`src/rtl/stopwatch_datapath_pkg.sv`:
```
// rtl/stopwatch_datapath_pkg.sv - shared widths and limits for the stopwatch counters
package stopwatch_pkg;
    localparam int MSEC_W   = 7;
    localparam int SEC_W    = 6;
    localparam int MIN_W    = 6;
    localparam int HOUR_W   = 5;

    localparam int MSEC_MAX = 99;
    localparam int SEC_MAX  = 59;
    localparam int MIN_MAX  = 59;
    localparam int HOUR_MAX = 23;
endpackage

```
`src/rtl/stopwatch_datapath_if.sv`:
```
// rtl/stopwatch_datapath_if.sv - controller/datapath run-clear inputs and time outputs
interface stopwatch_datapath_if;
    import stopwatch_pkg::*;

    logic              run_stop;
    logic              clear;
    logic [MSEC_W-1:0] msec;
    logic [SEC_W-1:0]  sec;
    logic [MIN_W-1:0]  min;
    logic [HOUR_W-1:0] hour;
    logic              tick;

    modport master (output run_stop, clear, input msec, sec, min, hour, tick);
    modport slave  (input run_stop, clear, output msec, sec, min, hour, tick);
endinterface

```
`src/rtl/stopwatch_datapath_sw_mod_counter.sv`:
```
// rtl/stopwatch_datapath_sw_mod_counter.sv - modulo-(MAX+1) counter with clear and combinational carry
module sw_mod_counter #(
    parameter int WIDTH = 7,
    parameter int MAX   = 99
) (
    input  logic             clk,
    input  logic             rst,
    input  logic             clr,
    input  logic             inc,
    output logic [WIDTH-1:0] cnt,
    output logic             carry
);
    logic [WIDTH-1:0] cnt_q;
    logic [WIDTH-1:0] cnt_d;
    logic             at_max;

    assign at_max = (cnt_q == WIDTH'(MAX));

    always_comb begin
        cnt_d = cnt_q;
        if (clr) begin
            cnt_d = '0;
        end else if (inc) begin
            cnt_d = at_max ? '0 : cnt_q + 1'b1;
        end
    end

    always_ff @(posedge clk or posedge rst) begin
        if (rst) begin
            cnt_q <= '0;
        end else begin
            cnt_q <= cnt_d;
        end
    end

    // Unregistered so a whole chain can roll over on one edge.
    assign carry = inc && !clr && at_max;
    assign cnt   = cnt_q;
endmodule

```
`src/rtl/stopwatch_datapath.sv`:
```
// rtl/stopwatch_datapath.sv - centisecond prescaler plus cascaded time counters
// Optional hour counter enabled by STOPWATCH_HOUR_EN.
module stopwatch_datapath
    import stopwatch_pkg::*;
#(
    parameter int CLK_FREQ = 100_000_000,
    parameter int TICK_HZ  = 100
) (
    input logic                 clk,
    input logic                 rst,
    stopwatch_datapath_if.slave bus
);
    localparam int DIV   = CLK_FREQ / TICK_HZ;
    localparam int DIV_W = $clog2(DIV);

    logic [DIV_W-1:0] div_cnt_q;
    logic [DIV_W-1:0] div_cnt_d;
    logic             terminal;
    logic             tick_c;
    logic             c0;
    logic             c1;

    assign terminal = (div_cnt_q == DIV_W'(DIV - 1));
    assign tick_c   = bus.run_stop && terminal && !bus.clear;

    // Stopping holds the partial period so resume continues where it left off.
    always_comb begin
        div_cnt_d = div_cnt_q;
        if (bus.clear) begin
            div_cnt_d = '0;
        end else if (bus.run_stop) begin
            div_cnt_d = terminal ? '0 : div_cnt_q + 1'b1;
        end
    end

    always_ff @(posedge clk or posedge rst) begin
        if (rst) begin
            div_cnt_q <= '0;
        end else begin
            div_cnt_q <= div_cnt_d;
        end
    end

    sw_mod_counter #(.WIDTH(MSEC_W), .MAX(MSEC_MAX)) u_msec (
        .clk(clk), .rst(rst), .clr(bus.clear), .inc(tick_c), .cnt(bus.msec), .carry(c0)
    );

    sw_mod_counter #(.WIDTH(SEC_W), .MAX(SEC_MAX)) u_sec (
        .clk(clk), .rst(rst), .clr(bus.clear), .inc(c0), .cnt(bus.sec), .carry(c1)
    );

`ifdef STOPWATCH_HOUR_EN
    logic c2;
    logic c3;

    sw_mod_counter #(.WIDTH(MIN_W), .MAX(MIN_MAX)) u_min (
        .clk(clk), .rst(rst), .clr(bus.clear), .inc(c1), .cnt(bus.min), .carry(c2)
    );

    // Hours wrap freely; nothing consumes their carry.
    sw_mod_counter #(.WIDTH(HOUR_W), .MAX(HOUR_MAX)) u_hour (
        .clk(clk), .rst(rst), .clr(bus.clear), .inc(c2), .cnt(bus.hour), .carry(c3)
    );
`else
    sw_mod_counter #(.WIDTH(MIN_W), .MAX(MIN_MAX)) u_min (
        .clk(clk), .rst(rst), .clr(bus.clear), .inc(c1), .cnt(bus.min), .carry()
    );

    assign bus.hour = '0;
`endif

    assign bus.tick = tick_c;
endmodule

```
`src/flat_wrapper.sv`:
```
// flat-port wrapper written by rule: the top's interface ports become plain ports
module stopwatch_datapath_flat import stopwatch_pkg::*;
#(
    parameter int CLK_FREQ = 100_000_000,
    parameter int TICK_HZ  = 100
)
  (clk, rst, bus_run_stop, bus_clear, bus_msec, bus_sec, bus_min, bus_hour, bus_tick);
  stopwatch_datapath_if bus_i ();
  input logic clk;
  input logic rst;
  input wire logic [$bits(bus_i.run_stop)-1:0] bus_run_stop;
  input wire logic [$bits(bus_i.clear)-1:0] bus_clear;
  output wire logic [$bits(bus_i.msec)-1:0] bus_msec;
  output wire logic [$bits(bus_i.sec)-1:0] bus_sec;
  output wire logic [$bits(bus_i.min)-1:0] bus_min;
  output wire logic [$bits(bus_i.hour)-1:0] bus_hour;
  output wire logic [$bits(bus_i.tick)-1:0] bus_tick;
  assign bus_i.run_stop = bus_run_stop;
  assign bus_i.clear = bus_clear;
  assign bus_msec = bus_i.msec;
  assign bus_sec = bus_i.sec;
  assign bus_min = bus_i.min;
  assign bus_hour = bus_i.hour;
  assign bus_tick = bus_i.tick;
  stopwatch_datapath #(.CLK_FREQ(CLK_FREQ), .TICK_HZ(TICK_HZ)) u_core (.clk(clk), .rst(rst), .bus(bus_i));
endmodule
```
`config.mk`:
```
export PLATFORM = sky130hd
export DESIGN_NAME = stopwatch_datapath_flat
export DESIGN_NICKNAME = d
export VERILOG_FILES = /design/src/rtl/stopwatch_datapath_pkg.sv /design/src/rtl/stopwatch_datapath_if.sv /design/src/rtl/stopwatch_datapath_sw_mod_counter.sv /design/src/rtl/stopwatch_datapath.sv /design/src/flat_wrapper.sv
export SDC_FILE = /design/constraint.sdc
export NUM_CORES = 1
export LEC_CHECK = 0
export BUFFER_PORTS_ARGS = -buffer_cell sky130_fd_sc_hd__buf_2
export CAP_MARGIN = 30
export CORE_MARGIN = 8
export CORE_UTILIZATION = 50
export CTS_CLUSTER_DIAMETER = 80
export DETAILED_ROUTE_END_ITERATION = 10
export PLACE_DENSITY = 0.84
export SKIP_LAST_GASP = 1
export SLEW_MARGIN = 15
export SYNTH_ARGS = -nofsm -noshare
export SYNTH_HDL_FRONTEND = slang
export SYNTH_SLANG_ARGS = --single-unit
```
`constraint.sdc`:
```
create_clock -name clk -period 2.15 [get_ports clk]
set_input_delay 0.1075 -clock clk [delete_from_list [all_inputs] [get_ports clk]]
set_output_delay 0.1075 -clock clk [all_outputs]
set_load 0.05 [all_outputs]
```
# Word level (Yosys, flattened, before mapping)
# Index checks and enable logic that the tools add are counted.
[totals] register_bits=39 output_inout_bits=25 word_cells=35
[classes] addsub=4 eq_ne=4 mux=12 reduce_logical=11
[ops] op="20-bit two-way mux" n=3
[ops] op="6-bit two-way mux" n=6
[ops] op="7-bit two-way mux" n=3
[ops] op="20-bit by 1-bit adder with 20-bit output (second input constant)" n=1
[ops] op="20-bit equality test (second input constant)" n=1
[ops] op="6-bit by 1-bit adder with 6-bit output (second input constant)" n=2
[ops] op="6-bit equality test (second input constant)" n=2
[ops] op="2-bit nonzero test" n=4
[ops] op="7-bit by 1-bit adder with 7-bit output (second input constant)" n=1
[ops] op="7-bit equality test (second input constant)" n=1
[ops] op="1-bit logical AND" n=6
[ops] op="1-bit logical NOT" n=1

# Depth between registers and ports, before layout
# Gate-level depths: netlist of run 1.
[depth] ltp_word=9 ltp_mapped=7 ltp_nobuf=6

# Hierarchy
# Synthesis of run 1 repeated with hierarchy kept, for this count alone.
[unflattened] cells_unflattened=252 hier_area_um2=2329.7
[modules_own_cells] mod="stopwatch_datapath" instances=1 cells_per_inst=133 area_each_um2=1224.9 seq_area_each_um2=500.5
[modules_own_cells] mod="sw_mod_counter (u_core.u_min ...)" instances=2 cells_per_inst=38 area_each_um2=352.8 seq_area_each_um2=150.1
[modules_own_cells] mod="sw_mod_counter (u_core.u_msec)" instances=1 cells_per_inst=43 area_each_um2=399.1 seq_area_each_um2=175.2

# Worst setup path before layout of run 1
# OpenSTA, ideal clock, no wires.
[synth_path] path_type="reg2reg" startpoint="register u_core.u_msec.cnt_q[0], in the netlist u_core.u_msec.cnt[0]" endpoint="register u_core.u_min.cnt_q[0], in the netlist u_core.u_min.cnt[0]" setup_time_ns=0.078 t_arrival_ns=2.443 t_required_ns=2.072 slack_ns=-0.372 path_stages_with_launch=8 synth_period_minus_slack_ns=2.522 cell_sequence="dfrtp_1 -> ha_1 -> nand4b_1 -> or3_1 -> or4_4 -> buf_6 -> or3_1 -> a21oi_1"
[synth_via] elab_chain_cells=5
[synth_rtl] element="start, declared" line_no="stopwatch_datapath_sw_mod_counter.sv:13" text="logic [WIDTH-1:0] cnt_q;"
[synth_rtl] element="start signal, assigned" line_no="stopwatch_datapath_sw_mod_counter.sv:32" text="cnt_q <= cnt_d;"
[synth_rtl] element="7-bit equality test" line_no="stopwatch_datapath_sw_mod_counter.sv:17" text="assign at_max = (cnt_q == WIDTH'(MAX));"
[synth_rtl] element="1-bit logical AND (3 in a row)" line_no="stopwatch_datapath_sw_mod_counter.sv:37" text="assign carry = inc && !clr && at_max;"
[synth_rtl] element="2-bit nonzero test (no line)"
[synth_rtl] element="end signal, assigned" line_no="stopwatch_datapath_sw_mod_counter.sv:32"
[synth_rtl] element="end, declared" line_no="stopwatch_datapath_sw_mod_counter.sv:13"
# No other way between the ends.
# A chain may end at the register's enable or synchronous reset.

# Worst setup path in the final report of run 1
[layout_path] startpoint="register u_core.div_cnt_q[1]" endpoint="register u_core.u_min.cnt_q[2], in the netlist u_core.u_min.cnt[2]"
[layout_via] elab_chain_cells=8
[layout_rtl] element="start, declared" line_no="stopwatch_datapath.sv:16" text="logic [DIV_W-1:0] div_cnt_q;"
[layout_rtl] element="start signal, assigned" line_no="stopwatch_datapath.sv:40" text="div_cnt_q <= div_cnt_d;"
[layout_rtl] element="20-bit equality test" line_no="stopwatch_datapath.sv:23" text="assign terminal = (div_cnt_q == DIV_W'(DIV - 1));"
[layout_rtl] element="1-bit logical AND (2 in a row)" line_no="stopwatch_datapath.sv:24" text="assign tick_c = bus.run_stop && terminal && !bus.clear;"
[layout_rtl] element="1-bit logical AND (4 in a row)" line_no="stopwatch_datapath_sw_mod_counter.sv:37"
[layout_rtl] element="2-bit nonzero test (no line)"
# No other way between the ends.

==> impl_metrics.json, run 1 <==
{
  "nets": 305,
  "outcome": "complete, but fails checks",
  "diodes": 0,
  "postLayoutCellArea_um2": 2751,
  "pin_count": 29,
  "num_rows": 24,
  "clock_path_buffers": 2,
  "worst_hold_slack_ns": 0.1940,
  "critPathLaunchType": "register",
  "yosysWarnings": 0,
  "leakage_nw": 1.206,
  "die_area_um2": 6759,
  "num_vias": 2014,
  "slew_headroom": 0.5098,
  "die_y_um": 82.22,
  "ant_nets": 0,
  "grt_pass1_vias": 1906,
  "max_cap_viol_count": 0,
  "port_buffers": 23,
  "dp_hpwl_um": 3725,
  "synth_area_leaders": "dfrtp_1, nor2_1, xor2_1",
  "synth_compound_area_frac": 0.1102,
  "synthXorXnorAreaFrac": 0.06393,
  "critical_path_class": "reg2reg",
  "ys_types": 44,
  "routabilityCongestion": 0.8626,
  "power_density_nw_per_um2": 485.8,
  "yosysTopAreaCell": "dfrtp_1",
  "worst_slew_pin_slew_ns": 0.7286,
  "arrival_ns": 2.39,
  "die_w_um": 82.22,
  "max-vdd-ir-drop_mv": 0.3147,
  "wl_um": 5401,
  "clk-insertion-delay-late_ns": 0.29,
  "crit_path_end_kind": "register",
  "firstDrtPassIters": 4,
  "routedWlPerCell_um": 15.43,
  "cts_root_buf": "clkbuf_8",
  "antenna_found_initial": 0,
  "area_delta_synth_final_pct": 25.51,
  "track_usage": 0.1658,
  "synth.avg_cell_area_um2": 9.096,
  "grt_pass1_wl_um": 8763,
  "final_util": 0.6407,
  "synth-edff-count": 0,
  "hold_class": "in2reg",
  "syn_inst": 241,
  "yosys.area.top_type_share": 0.4452,
  "reg2reg_slack_ns": -0.01,
  "grt-ovfl-total": 0,
  "cts.clk_slew.worst_paths_ns": 0.08,
  "worst_slack_ns": -0.01224,
  "drt_iter0_drc": 132,
  "ys_seq_elements": 39,
  "ys_seq_area_frac": 0.4452,
  "synthArstFlopShare": 1.000,
  "clock.fmax_mhz": 462.5,
  "rsz0062_at_grt": "true",
  "min_period_over_period": 1.006,
  "finalHoldViolCount": 0,
  "synth_mux_area_frac": 0.009132,
  "power_mw": 1.337,
  "drive_gt1_frac": 0.2919,
  "final-setup-viol-count": 1,
  "crit_required_ns": 2.38,
  "critPathMaxFanout": 5,
  "violations": "setup timing",
  "yosys.area_share.simple": 0.2957,
  "synth_area_um2": 2192,
  "floorplan.initialDensity": 0.5105,
  "grt_start_max_net_pins": 40,
  "h-tree-depth": 2,
  "clock-sinks": 39,
  "synthAdderAreaFrac": 0.02283,
  "synthFlopType": "dfrtp_1",
  "period_minus_slack_ns": 2.162,
  "cts_tree": "done",
  "place_area_um2": 2554,
  "synth_top_family_by_area": "simple AND/OR/NAND/NOR gates",
  "slew_violations": 0,
  "clock_skew_ns": 0.01289,
  "cts_buffers": 5,
  "coreArea_um2": 4294,
  "vias_per_cell": 5.754,
  "route.detailed.drc": 0
}
where the power goes:
part / internal, mW / total, mW / switching (mW) / leakage, nW
clock network: 0.259 / 0.508 / 0.250 / 0.0482
logic: 0.0234 / 0.0863 / 0.0629 / 0.620
registers: 0.738 / 0.742 / 0.00358 / 0.538
cells in the mapped netlist, types with 2 or more instances:
cell      count
nand4_1      10
or4_1         2
nor3_1        7
nor4bb_1      3
a41oi_1       2
nor4_1        3
o22ai_1       2
and3_1        3
clkbuf_1      7
o21ai_0      15
nor2b_1       3
nand2b_1      4
a21oi_1       9
xnor2_1       6
a31oi_1       4
nand4b_1      2
a311oi_1      4
o211ai_1      2
buf_4         5
mux2i_1       2
nand3_1      15
or2_2         3
inv_1        10
or3_1         6
nand3b_1      2
dfrtp_1      39
nor2_1       25
xor2_1       10
ha_1          4
and2_1        2
nand2_1      17
final cells by class:
type	count	area [µm²]
flip-flops and latches	39	979.7
clock buffers	7	86.33
fillers	352	1543
clock inverters	1	5.005
repair buffers	58	382.9
inverters	10	37.54
multi-input cells	183	1195
well taps	52	65.06
final timing paths:
check	from	to	cells past startpoint
max	u_core.div_cnt_q[1]	u_core.u_min.cnt[2]	6
min	bus_run_stop	u_core.div_cnt_q[2]	4
max reg2reg	u_core.div_cnt_q[1]	u_core.u_min.cnt[2]	6
min reg2reg	u_core.u_min.cnt[5]	u_core.u_min.cnt[5]	1
max in group asynchronous	rst	u_core.u_msec.cnt[1]	4
min in group asynchronous	rst	u_core.u_min.cnt[2]	4
worst max-delay path, stage by stage (launching register included):
cell and delay [ns]:
dfrtp_1 0.35, ha_2 0.20, nand2_1 0.08, or3_4 0.37, or4_4 0.55, or4_1 0.42
a21oi_1 0.13
flip-flops by register name (all words and copies together) (netlist names):
signal	flops
u_core.u_min.cnt	6
u_core.u_sec.cnt	6
u_core.u_msec.cnt	7
u_core.div_cnt_q	20
logic make-up (layout without fill, tap and decap cells):
group | count (synthesis) | count (layout)
compound gates | 40 | 40
xor+xnor | 16 | 16
fa+ha+maj | 4 | 4
buf+inv | 23 | 76
flops | 39 | 39
mux | 2 | 2
other cells | 1 | 5
simple gates | 116 | 116
placed cells by master (no fill, tap or decap), types with 3 or more instances in the layout:
master    instances
dfrtp_1          36
buf_4            35
nor2_1           25
buf_2            22
nand2_1          17
nand3_1          15
o21ai_0          13
inv_1            10
nand4_1          10
xor2_1           10
a21oi_1           9
nor3_1            6
xnor2_1           6
clkbuf_8          6
or3_1             5
conb_1            5
nand2b_1          4
a311oi_1          4
a31oi_1           4
and3_1            3
nor2b_1           3
dfrtp_2           3
routing by layer:
| metal | track usage | vias up | part of all wire |
|---|---|---|---|
| li1 | - | 969 | - |
| met1 | 0.2013 | 974 | 0.41 |
| met2 | 0.2772 | 61 | 0.50 |
| met3 | 0.04329 | 10 | 0.073 |
| met4 | 0.05789 | 0 | 0.018 |
| met5 | 0 | - | 0 |
per-stage QoR:
stage,std cells,setup WS (ns),setup TNS (ns)
2_1_floorplan,245,-0.1561,-0.4705
3_3_place_gp,337,0.04147,0
3_5_place_dp,337,-0.03593,-0.03593
4_1_cts,348,-0.008678,-0.008678
5_1_grt,350,-0.08320,-0.2974
6_report,350,-0.01224,-0.01224
what timing repair did:
item | CTS | global route
hold buffers | 1 | 0
endpoints found under the setup margin | 1 | 11
setup buffers | 2 | 2
resized for setup | 3 | 13
pin swaps | 1 | 2
hold endpoints to repair | 39 | 0
(Power assumes the default switching activity.)
==> run 2: changes to the inputs <==
==> constraint.sdc (replaced) <==
create_clock -name clk -period 2.15 [get_ports clk]
set_input_delay 0.43 -clock clk [delete_from_list [all_inputs] [get_ports clk]]
set_output_delay 0.43 -clock clk [all_outputs]
set_load 0.05 [all_outputs]
==> run 2 against run 1 <==
The flow still finishes with violations (setup timing). First-iteration DRC count decreased by 11%. Sequential power about the same. Core utilization increased by 1.7 points. Die area unchanged. Cell count increased by 2.3%. Maximum frequency increased by 0.46%. Flip-flop and latch count unchanged. Critical endpoint unchanged.
==> impl_metrics.json, run 2 (synthesis gave the netlist of run 1 again) <==
{
  "outcome": "complete, but fails checks",
  "violations": "setup timing",
  "final_cell_mix": "buf_4, dfrtp_1, nor2_1, buf_2, nand2_1",
  "grt_pass1_wl_um": 9294,
  "final-setup-viol-count": 1,
  "pre_cts_slack_ns": -0.04551,
  "crit_cells": 6,
  "switching_share": 0.2254,
  "port_buffers": 23,
  "p_int_mw": 1.138,
  "dp_hpwl_um": 3987,
  "placed_cells": 344,
  "largest_register_ffs": 20,
  "min_period_over_period": 1.001,
  "cts_buffers": 5,
  "slew_violations": 0,
  "power_mw": 1.469,
  "p_sw_mw": 0.3311,
  "track_usage": 0.1745,
  "coreArea_um2": 4294,
  "firstDrtPassIters": 5,
  "crit_required_ns": 2.38,
  "critPathLaunchType": "register",
  "r2r_start": "u_core.div_cnt_q[1]",
  "power_density_nw_per_um2": 519.6,
  "rr_endpoint": "u_core.u_min.cnt[2]",
  "pin_count": 29,
  "max_stage_delay_ns": 0.57,
  "power.share.sequential": 0.505,
  "max_cap_viol_count": 0,
  "ant_nets": 0,
  "fin_setup_tns_ns": -0.002251,
  "diodes": 0,
  "die_w_um": 82.22,
  "vias_per_cell": 5.908,
  "cts.clk_slew.worst_paths_ns": 0.08,
  "crit_path_end_kind": "register",
  "clock.fmax_mhz": 464.6,
  "cp-endpoint": "u_core.u_min.cnt[2]",
  "clkPwrFrac": 0.435,
  "die_area_um2": 6759,
  "fin_cells": 358,
  "clk-insertion-delay-late_ns": 0.29,
  "cts_root_buf": "clkbuf_8",
  "critPathMaxFanout": 7,
  "clock_path_buffers": 2,
  "rsz0062_at_grt": "true",
  "max-vdd-ir-drop_mv": 0.3968,
  "area_delta_synth_final_pct": 28.94,
  "period_minus_slack_ns": 2.152,
  "num_rows": 24,
  "die_y_um": 82.22,
  "grt_pass1_vias": 2039,
  "worst_slack_ns": -0.002251,
  "crit_path_frequent_cell": "or4_4",
  "reg2reg_slack_ns": -0.002,
  "route.detailed.drc": 0,
  "crit_start": "u_core.div_cnt_q[1]",
  "critical_path_class": "reg2reg",
  "clock-sinks": 39,
  "reg2reg_depth": 6,
  "final_common_cell": "buf_4",
  "grt-ovfl-total": 0,
  "routabilityCongestion": 0.8583,
  "antenna_found_initial": 0,
  "drive_gt1_frac": 0.3170,
  "drt_iter0_drc": 117,
  "leakage_nw": 1.259,
  "comb_power_share": 0.059,
  "grt_start_max_net_pins": 40,
  "crit_slowest_cell": "or4_4",
  "cts_tree": "done",
  "regMostFlops": "u_core.div_cnt_q",
  "floorplan.initialDensity": 0.5105,
  "wl_um": 5782,
  "h-tree-depth": 2,
  "num_vias": 2115,
  "hold_class": "in2async",
  "critical_path.top_delay_family": "simple AND/OR/NAND/NOR gates",
  "nets": 313,
  "clock_skew_ns": 0.003336,
  "routedWlPerCell_um": 16.15,
  "finalHoldViolCount": 0,
  "arrival_ns": 2.38,
  "path_buf_inv": 0,
  "crit_chain": "ha_2 -> nand2_2 -> or3_4 -> or4_4 -> or4_4 -> a21oi_2"
}
==> run 2: cell count changes in the layout (fill, tap and decap cells not counted), sizes merged <==
cell         change
buf              +9
clkbuf           -1
dlygate4sd3      -1
bufinv           +1
==> run 2: power by group through the flow <==
stage | combinational (mW) | sequential, mW | clock (mW)
after CTS | 0.0859 | 0.742 | 0.651
after detailed placement | 0.0856 | 0.756 | 0
after global placement | 0.0837 | 0.756 | 0
final | 0.0871 | 0.742 | 0.640
after global routing | 0.0954 | 0.743 | 0.674
after floorplan | 0.0621 | 0.758 | 0
==> run 2: what timing repair did <==
action,4_1_cts,5_1_grt
setup endpoints to repair,5,12
hold buffers,0,0
gates cloned,0,0
setup buffers,2,4
resized for setup,7,9
pin swaps,4,8
==> run 2: worst min-delay path by stage <==
stage | from | depth (start not counted) | end
after global routing | rst | 3 | u_core.u_sec.cnt[4]
after CTS | rst | 3 | u_core.u_sec.cnt[4]
after floorplan | u_core.div_cnt_q[19] | 1 | u_core.div_cnt_q[19]
after global placement | u_core.u_sec.cnt[4] | 1 | u_core.u_sec.cnt[4]
after detailed placement | u_core.u_min.cnt[5] | 1 | u_core.u_min.cnt[5]
final | rst | 3 | u_core.u_sec.cnt[5]
==> run 2: cell type report <==
cell class | instances | area [µm²]
clock buffers | 6 | 82.58
repair buffers | 66 | 447.9
multi-input cells | 183 | 1179
inverters | 10 | 37.54
flip-flops and latches | 39 | 979.7
fillers | 350 | 1468
clock inverters | 2 | 35.03
well taps | 52 | 65.06
==> run 2: worst register-to-register path, cell delays in order, from the launching register on <==
cell     delay, ns
dfrtp_1       0.36
ha_2          0.20
nand2_2       0.05
or3_4         0.35
or4_4         0.57
or4_4         0.44
a21oi_2       0.12
==> run 2: through the flow <==
step | cell area, µm² | util | hold WS (ns)
finish | 2826 | 0.6582 | 0.2448
global route | 2826 | 0.6582 | 0.3045
CTS | 2766 | 0.6442 | 0.2587
detailed placement | 2606 | 0.6069 | 0.5365
global placement | 2606 | 0.6069 | 0.5309
floorplan | 2225 | - | 0.4667
==> run 2: per-layer routing <==
metal,GRT usage,vias up,part of all wire
li1,-,983,-
met4,0.07719,0,0.026
met5,0,-,0
met1,0.2037,1030,0.39
met2,0.2984,84,0.51
met3,0.04004,18,0.071
